<file path="config.mk">
export PLATFORM = sky130hd
export DESIGN_NAME = fetch_sequencer
export DESIGN_NICKNAME = d
export VERILOG_FILES = /design/src/rtl/fetch_sequencer.sv
export SDC_FILE = /design/constraint.sdc
export NUM_CORES = 1
export LEC_CHECK = 0
export ABC_AREA = 1
export CORE_ASPECT_RATIO = 1.5
export CORE_UTILIZATION = 51
export CTS_CLUSTER_DIAMETER = 60
export DETAILED_ROUTE_END_ITERATION = 6
export PLACE_DENSITY = 0.91
export SYNTH_ARGS = -nofsm -noshare
export SYNTH_HDL_FRONTEND = slang
export SYNTH_SLANG_ARGS = --single-unit
</file>
<file path="constraint.sdc">
create_clock -name clk -period 12.6 [get_ports clk]
set_clock_uncertainty 0.1 [all_clocks]
set_input_delay 2.52 -clock clk [delete_from_list [all_inputs] [get_ports clk]]
set_output_delay 2.52 -clock clk [all_outputs]
set_load 0.01 [all_outputs]
</file>
<file path="src/rtl/fetch_sequencer.sv">
// Instruction-fetch controller: owns the fetch PC, issues one outstanding imem
// request at a time, holds each instruction for decode and applies redirects.
module fetch_sequencer #(
  parameter logic [31:0] RESET_PC = 32'h0000_0000
) (
  input  logic        clk,
  input  logic        rst,
  input  logic        redirect_valid,
  input  logic [31:0] redirect_target,
  output logic        imem_req,
  output logic [31:0] imem_addr,
  input  logic        imem_gnt,
  input  logic        imem_rvalid,
  input  logic [31:0] imem_rdata,
  output logic        if_valid,
  output logic [31:0] if_pc,
  output logic [31:0] if_instr,
  input  logic        if_ready,
  output logic        fault,
  output logic [31:0] fault_pc
);

  typedef enum logic [2:0] {S_IDLE, S_REQ, S_WAIT, S_HOLD, S_FAULT} state_t;

  state_t      r_state, w_state_nxt;
  logic [31:0] r_pc, w_pc_nxt;
  logic        r_kill, w_kill_nxt;
  logic [31:0] r_if_pc, w_if_pc_nxt;
  logic [31:0] r_if_instr, w_if_instr_nxt;
  logic        r_fault, w_fault_nxt;
  logic [31:0] r_fault_pc, w_fault_pc_nxt;
  logic        w_misalign;
  logic        w_redir_ok;

  assign w_misalign = redirect_valid && (redirect_target[1:0] != 2'b00);
  assign w_redir_ok = redirect_valid && (redirect_target[1:0] == 2'b00);

  always_comb begin
    w_state_nxt    = r_state;
    w_pc_nxt       = r_pc;
    w_kill_nxt     = r_kill;
    w_if_pc_nxt    = r_if_pc;
    w_if_instr_nxt = r_if_instr;
    w_fault_nxt    = r_fault;
    w_fault_pc_nxt = r_fault_pc;
    // A misaligned redirect traps from any state and abandons any pending response
    if (w_misalign) begin
      w_state_nxt    = S_FAULT;
      w_fault_nxt    = 1'b1;
      w_fault_pc_nxt = redirect_target;
      w_kill_nxt     = 1'b0;
    end else begin
      case (r_state)
        S_IDLE: begin
          w_state_nxt = S_REQ;
          if (w_redir_ok) w_pc_nxt = redirect_target;
        end
        S_REQ: begin
          if (w_redir_ok) w_pc_nxt = redirect_target;
          if (imem_gnt) begin
            w_state_nxt = S_WAIT;
            if (w_redir_ok) w_kill_nxt = 1'b1;
          end
        end
        S_WAIT: begin
          if (imem_rvalid) begin
            if (r_kill || w_redir_ok) begin
              w_kill_nxt  = 1'b0;
              w_state_nxt = S_REQ;
              if (w_redir_ok) w_pc_nxt = redirect_target;
            end else begin
              w_if_instr_nxt = imem_rdata;
              w_if_pc_nxt    = r_pc;
              w_state_nxt    = S_HOLD;
            end
          end else if (w_redir_ok) begin
            w_kill_nxt = 1'b1;
            w_pc_nxt   = redirect_target;
          end
        end
        S_HOLD: begin
          if (w_redir_ok) begin
            w_pc_nxt    = redirect_target;
            w_state_nxt = S_REQ;
          end else if (if_ready) begin
            w_pc_nxt    = r_pc + 32'd4;
            w_state_nxt = S_REQ;
          end
        end
        S_FAULT: begin
          if (w_redir_ok) begin
            w_pc_nxt    = redirect_target;
            w_fault_nxt = 1'b0;
            w_state_nxt = S_REQ;
          end
        end
        default: w_state_nxt = S_IDLE;
      endcase
    end
  end

  always_ff @(posedge clk or posedge rst) begin
    if (rst) begin
      r_state    <= S_IDLE;
      r_pc       <= RESET_PC;
      r_kill     <= 1'b0;
      r_if_pc    <= RESET_PC;
      r_if_instr <= 32'h0;
      r_fault    <= 1'b0;
      r_fault_pc <= 32'h0;
    end else begin
      r_state    <= w_state_nxt;
      r_pc       <= w_pc_nxt;
      r_kill     <= w_kill_nxt;
      r_if_pc    <= w_if_pc_nxt;
      r_if_instr <= w_if_instr_nxt;
      r_fault    <= w_fault_nxt;
      r_fault_pc <= w_fault_pc_nxt;
    end
  end

  assign imem_req  = (r_state == S_REQ);
  assign imem_addr = r_pc;
  assign if_valid  = (r_state == S_HOLD);
  assign if_pc     = r_if_pc;
  assign if_instr  = r_if_instr;
  assign fault     = r_fault;
  assign fault_pc  = r_fault_pc;

endmodule

</file>
==> results.ini, run 1 <==
[floorplan]
die_x_um=93.6
dieArea_mm2=0.0130
io_pins=201
start_util=0.529
rows=49
die_y_um=139
core_region_area_mm2=0.0121

[global_routing]
grt_pass1_vias=5911
antenna_found_initial=0
grt_overflow=0
grt_max_degree=86
grt_use_total=0.301
grt_pass1_wl_um=30100

[worst_setup_path]
worstPathMaxFanout=48
cp-start-kind=input port
regToRegEndpoint=if_instr[12]
critPathKind=input port to register
reg2reg_slack_ps=10230
required_ps=12800
worstRegToRegCells=6
critical_path_arrival_ps=4710
critPathCaptureType=register
r2r_start=r_state[2]

[placed_design]
dpl.hpwl_um=13000
dp_cells=1067
gp_congestion=0.933
port_buffers=200

[timing]
tightest_slew_ps=1050
relSlewSlack=0.297
fin_crit_ps=4510
finalSetupTns_ps=0
maxSlewViolCount=0
rsz0062_at_grt=false
max_clock_freq_ghz=0.222
fin_crit_sh=0.358
setup-violations-final=0
hold_viol_final=0

[layout]
drive_above_1_share=0.0994
diodes=0
fin_cells=1099
area_growth_pct=40.8
fin_nets=1004
fill_cells=885

[route]
first_pass_iters=5
avgViaCountPerCell=5.29
via_count=5814
wirelength_um=19000
drc=0
wl_per_cell_um=17.3
final_antenna_net_count=0
drt_iter0_markers=305

[power]
switchingPower_uw=662
intPower_uw=1280
pwr-share-clk=0.254
seqPwrFrac=0.370
switching_share=0.341
powerDensity_mw_per_mm2=215
peakVddDrop_mv=0.105
p_leak_uw=0.00423
power_frac_comb=0.376

[worst_hold_path]
worstHoldPathType=register to register
hold_path_startpoint=fault_pc[27]
worstHoldPathCells=2
whs_endpoint=fault_pc[27]

[clock_tree]
clock_path_buffers=2
clkTransAtPathRegs_ps=60
clkLatencyLatePin_ps=420
cts-root-buf=clkbuf_16
clock-sinks=133
h-tree-depth=4
numCtsBuffers=17
postCtsSetupRepairBufs=0
postCtsHoldBufs=0
cts_resized=0
cts_tree=done

[synth]
ys_seq_area_frac=0.519
synth_nets=810
synth_ff_type=dfrtp_1
yosysMostFrequentCell=nand2_1
syn_inst=739
synth_edf_count=0
ys_seq_elements=133
syn_area_mm2=0.00642
postSynth.asyncResetShare=1.00
syn_area_per_cell_um2=8.68
synth_top_area_share=0.519
synth_cell_type_count=33
synth_common_cells=nand2_1 (276), dfrtp_1 (133), nor2_1 (63), o21ai_0 (52), inv_1 (51)
ys_warn_count=0
yosysTopAreaCell=dfrtp_1
synth.area.top_cells=dfrtp_1 (52%), nand2_1 (16%), mux2_4 (9.1%)

[job]
drv_cap=0

[run_status]
outcome=completed

## power by group through the flow
stage	Combinational (uW)	Sequential, uW	Clock, uW
after floorplan	284	755	0
after global placement	703	713	0
after detailed placement	723	717	0
after CTS	735	717	497
after global routing	790	738	512
final	731	719	494
## state kept, by name (all words and copies together) (netlist names)
register and cells:
r_state 3, fault 1, if_instr 32, if_pc 32, imem_addr 32, r_kill 1
fault_pc 32
## cells by family (layout without fill, tap and decap cells)
family                   Yosys count  after routing  synth area share
multiplexers                      39             39            0.0912
AO/OA/AOI/OAI                     68             68            0.0544
XOR/XNOR                           7              7           0.00955
AND/OR/NAND/NOR                  408            408             0.265
adder cells (fa/ha/maj)            1              1           0.00195
buffers and inverters             83            290            0.0595
flip-flops                       133            133             0.519
## cell type report
class / instances / area [um2] / area share
sequential: 133 / 3330 / 0.368
multi-input combinational: 523 / 2710 / 0.300
timing repair buffer: 202 / 2020 / 0.223
clock buffer: 21 / 450 / 0.0498
inverter: 56 / 215 / 0.0238
tap: 153 / 191 / 0.0212
clock inverter: 11 / 128 / 0.0141
## how the worst max path moves through the flow
stage,start,endpoint,slack (ps),depth (start not counted)
global route,redirect_valid,r_kill,7890,8
detailed placement,redirect_valid,r_kill,7700,8
finish,redirect_valid,r_kill,8090,8
floorplan,rst,fault,6430,1
global placement,redirect_valid,if_instr[28],7750,5
CTS,redirect_valid,if_instr[24],8120,5
## metrics by stage
step	worst slack, ps	hold WS (ps)	total power (uW)	utilization	cell area [um2]
after floorplan	6430	375	1040	-	6420
after global placement	7750	354	1420	0.697	8460
after detailed placement	7700	359	1440	0.697	8460
after CTS	8120	373	1950	0.744	9040
after global routing	7890	399	2040	0.744	9040
final	8090	375	1940	0.744	9040
## critical path, stage by stage
cell and delay, ps:
clkdlybuf4s50_1 580, inv_2 110, nor2_4 540, inv_2 510
nand2_1 180, o211ai_1 100, nand2_1 80, o21ai_0 70
## per-layer routing
layer	GRT usage	vias up	wire length [um]
met5	0	-	0
li1	-	2730	-
met1	0.328	2792	7070
met3	0.0694	54	1220
met4	0.134	0	740
met2	0.544	238	9930
## cell usage in the layout, fill, tap and decap left out, types with 2 or more instances in the layout
cell,instances
nor2_2,5
inv_6,2
clkinv_4,3
a21oi_1,2
mux2_4,39
bufinv_16,2
xnor2_1,2
clkbuf_1,3
clkinv_2,2
clkdlybuf4s50_1,200
xor2_1,5
buf_4,2
clkinvlp_4,3
dfrtp_1,133
nand2_1,276
nor2_4,2
nand4_1,3
and2_1,2
inv_1,50
nand2_2,5
inv_2,5
o21ai_0,52
nand3_1,45
nor2_1,63
o21ai_1,11
clkbuf_16,17
No activity file was read; power rests on OpenSTA's default activity.
==> run 2: changes to the inputs <==
- CORE_UTILIZATION: 51 -> 47
- PLACE_DENSITY: 0.91 -> 0.85
- clock period: 12.6 -> 4.2 ns (I/O delays scaled with it)
==> run 2 against run 1 <==
Compared with the run above:
- sequential power increased to 3.0 times the previous value
- register-to-register slack got worse by 8200 ps
- setup slack got worse by 6600 ps
- via count decreased by 2.2%
- sequential cell count unchanged
- utilization decreased by 4.7 points
- design area increased by 1.5%
- first-iteration DRC count decreased by 19%
- clock power increased to 3.3 times the previous value
- critical path depth decreased by 5
- combinational power increased to 3.0 times the previous value
- routed wire length decreased by 3.1%
==> results.ini, run 2 (same netlist as run 1, synthesis figures left out) <==
[global_routing]
grt_max_degree=49
grt_use_total=0.268
grt_overflow=0
grt_pass1_vias=5679
antenna_found_initial=0
grt_pass1_wl_um=29700

[layout]
diodes=0
final_common_cell=nand2_1
drive_above_1_share=0.105
fin_nets=1008
fin_util=0.698
layout.cells.most_common_list=nand2_1 (276), clkdlybuf4s50_1 (200), dfrtp_1 (133), nor2_1 (63), o21ai_0 (52)
area_growth_pct=42.9
final_area_mm2=0.00917

[clock_tree]
clock-sinks=133
h-tree-depth=4
clock_path_buffers=2
cts-root-buf=clkbuf_16
numCtsBuffers=17
postCtsSetupRepairBufs=0
clkTransAtPathRegs_ps=60
postCtsHoldBufs=0
cts_resized=0
clkLatencyLatePin_ps=410
cts_tree=done

[timing]
setup-violations-final=0
hold_viol_final=0
whs_ps=372
finalSetupTns_ps=0
max_clock_freq_ghz=0.368
relSlewSlack=0.286
fin_crit_ps=2720
fin_crit_sh=0.647
maxSlewViolCount=0
tightest_slew_ps=1070
rsz0062_at_grt=false

[worst_setup_path]
regToRegEndpoint=imem_addr[18]
critPathKind=register to primary output
critPathCaptureType=primary output
cp_cell_sequence=nand2_1 -> nor2_1 -> clkdlybuf4s50_1
critical_path_arrival_ps=1780
worstPathMaxFanout=5
worst-path-buf-inv=1
startpoint=r_state[0]
slowest_delay_ps=620
crit_cells=3
worstRegToRegCells=8
cp-start-kind=register
reg2reg_slack_ps=2070
slowest_stage=clkdlybuf4s50_1
critPathTopFamily=buffers and inverters
endpoint=imem_req
required_ps=3260
r2r_start=r_state[0]

[floorplan]
start_util=0.488
die_y_um=145
io_pins=201
dieArea_mm2=0.0141
rows=51
die_x_um=97.4
core_region_area_mm2=0.0131

[route]
final_antenna_net_count=0
drc=0
wirelength_um=18400
first_pass_iters=7
wl_per_cell_um=16.6
avgViaCountPerCell=5.13
via_count=5687
drt_iter0_markers=246

[power]
powerDensity_mw_per_mm2=650
p_leak_uw=0.00429
peakVddDrop_mv=0.327

[placed_design]
port_buffers=200
dpl.hpwl_um=13200
dpl_cell_area_mm2=0.00852
gp_congestion=0.943

[job]
drv_cap=0

[worst_hold_path]
worstHoldPathCells=2
worstHoldPathType=register to register

[run_status]
outcome=completed

[run 2: worst min-delay path by stage]
stage | startpoint | endpoint
after floorplan | r_kill | r_kill
after global placement | fault_pc[4] | fault_pc[4]
after detailed placement | fault_pc[3] | fault_pc[3]
after CTS | fault_pc[3] | fault_pc[3]
after global routing | fault_pc[28] | fault_pc[28]
final | fault_pc[3] | fault_pc[3]
[run 2: tightest hold or removal path, delay by kind of cell (launching register included)]
| family | cells | cell delay [ps] |
|---|---|---|
| flip-flops | 1 | 340 |
| AND/OR/NAND/NOR | 2 | 100 |
[run 2: where the power goes]
group / switching (uW) / leakage [uW] / internal, uW
Combinational: 957 / 0.00228 / 1230
Clock: 568 / 0.000309 / 1070
Sequential: 409 / 0.00169 / 1720
[run 2: final cells by class]
class / count / area [um2]
fillers: 984 / 3980
clock buffers: 19 / 443
repair buffers: 206 / 2070
inverters: 56 / 214
multi-input cells: 523 / 2710
clock inverters: 13 / 205
well taps: 159 / 199
flip-flops and latches: 133 / 3330
[run 2: layer usage]
layer | vias up | wire [um] | global-route usage
li1 | 2728 | - | -
met1 | 2684 | 7150 | 0.310
met2 | 236 | 9450 | 0.470
met3 | 39 | 1150 | 0.0559
met4 | 0 | 627 | 0.124
met5 | - | 0 | 0
[run 2: through the flow]
step,total power (uW),cells,worst slack (ps)
floorplan,3120,739,1610
CTS,5990,1109,1470
detailed placement,4330,1077,1270
finish,5960,1109,1480
global placement,4260,1077,1280
global route,6260,1109,1400
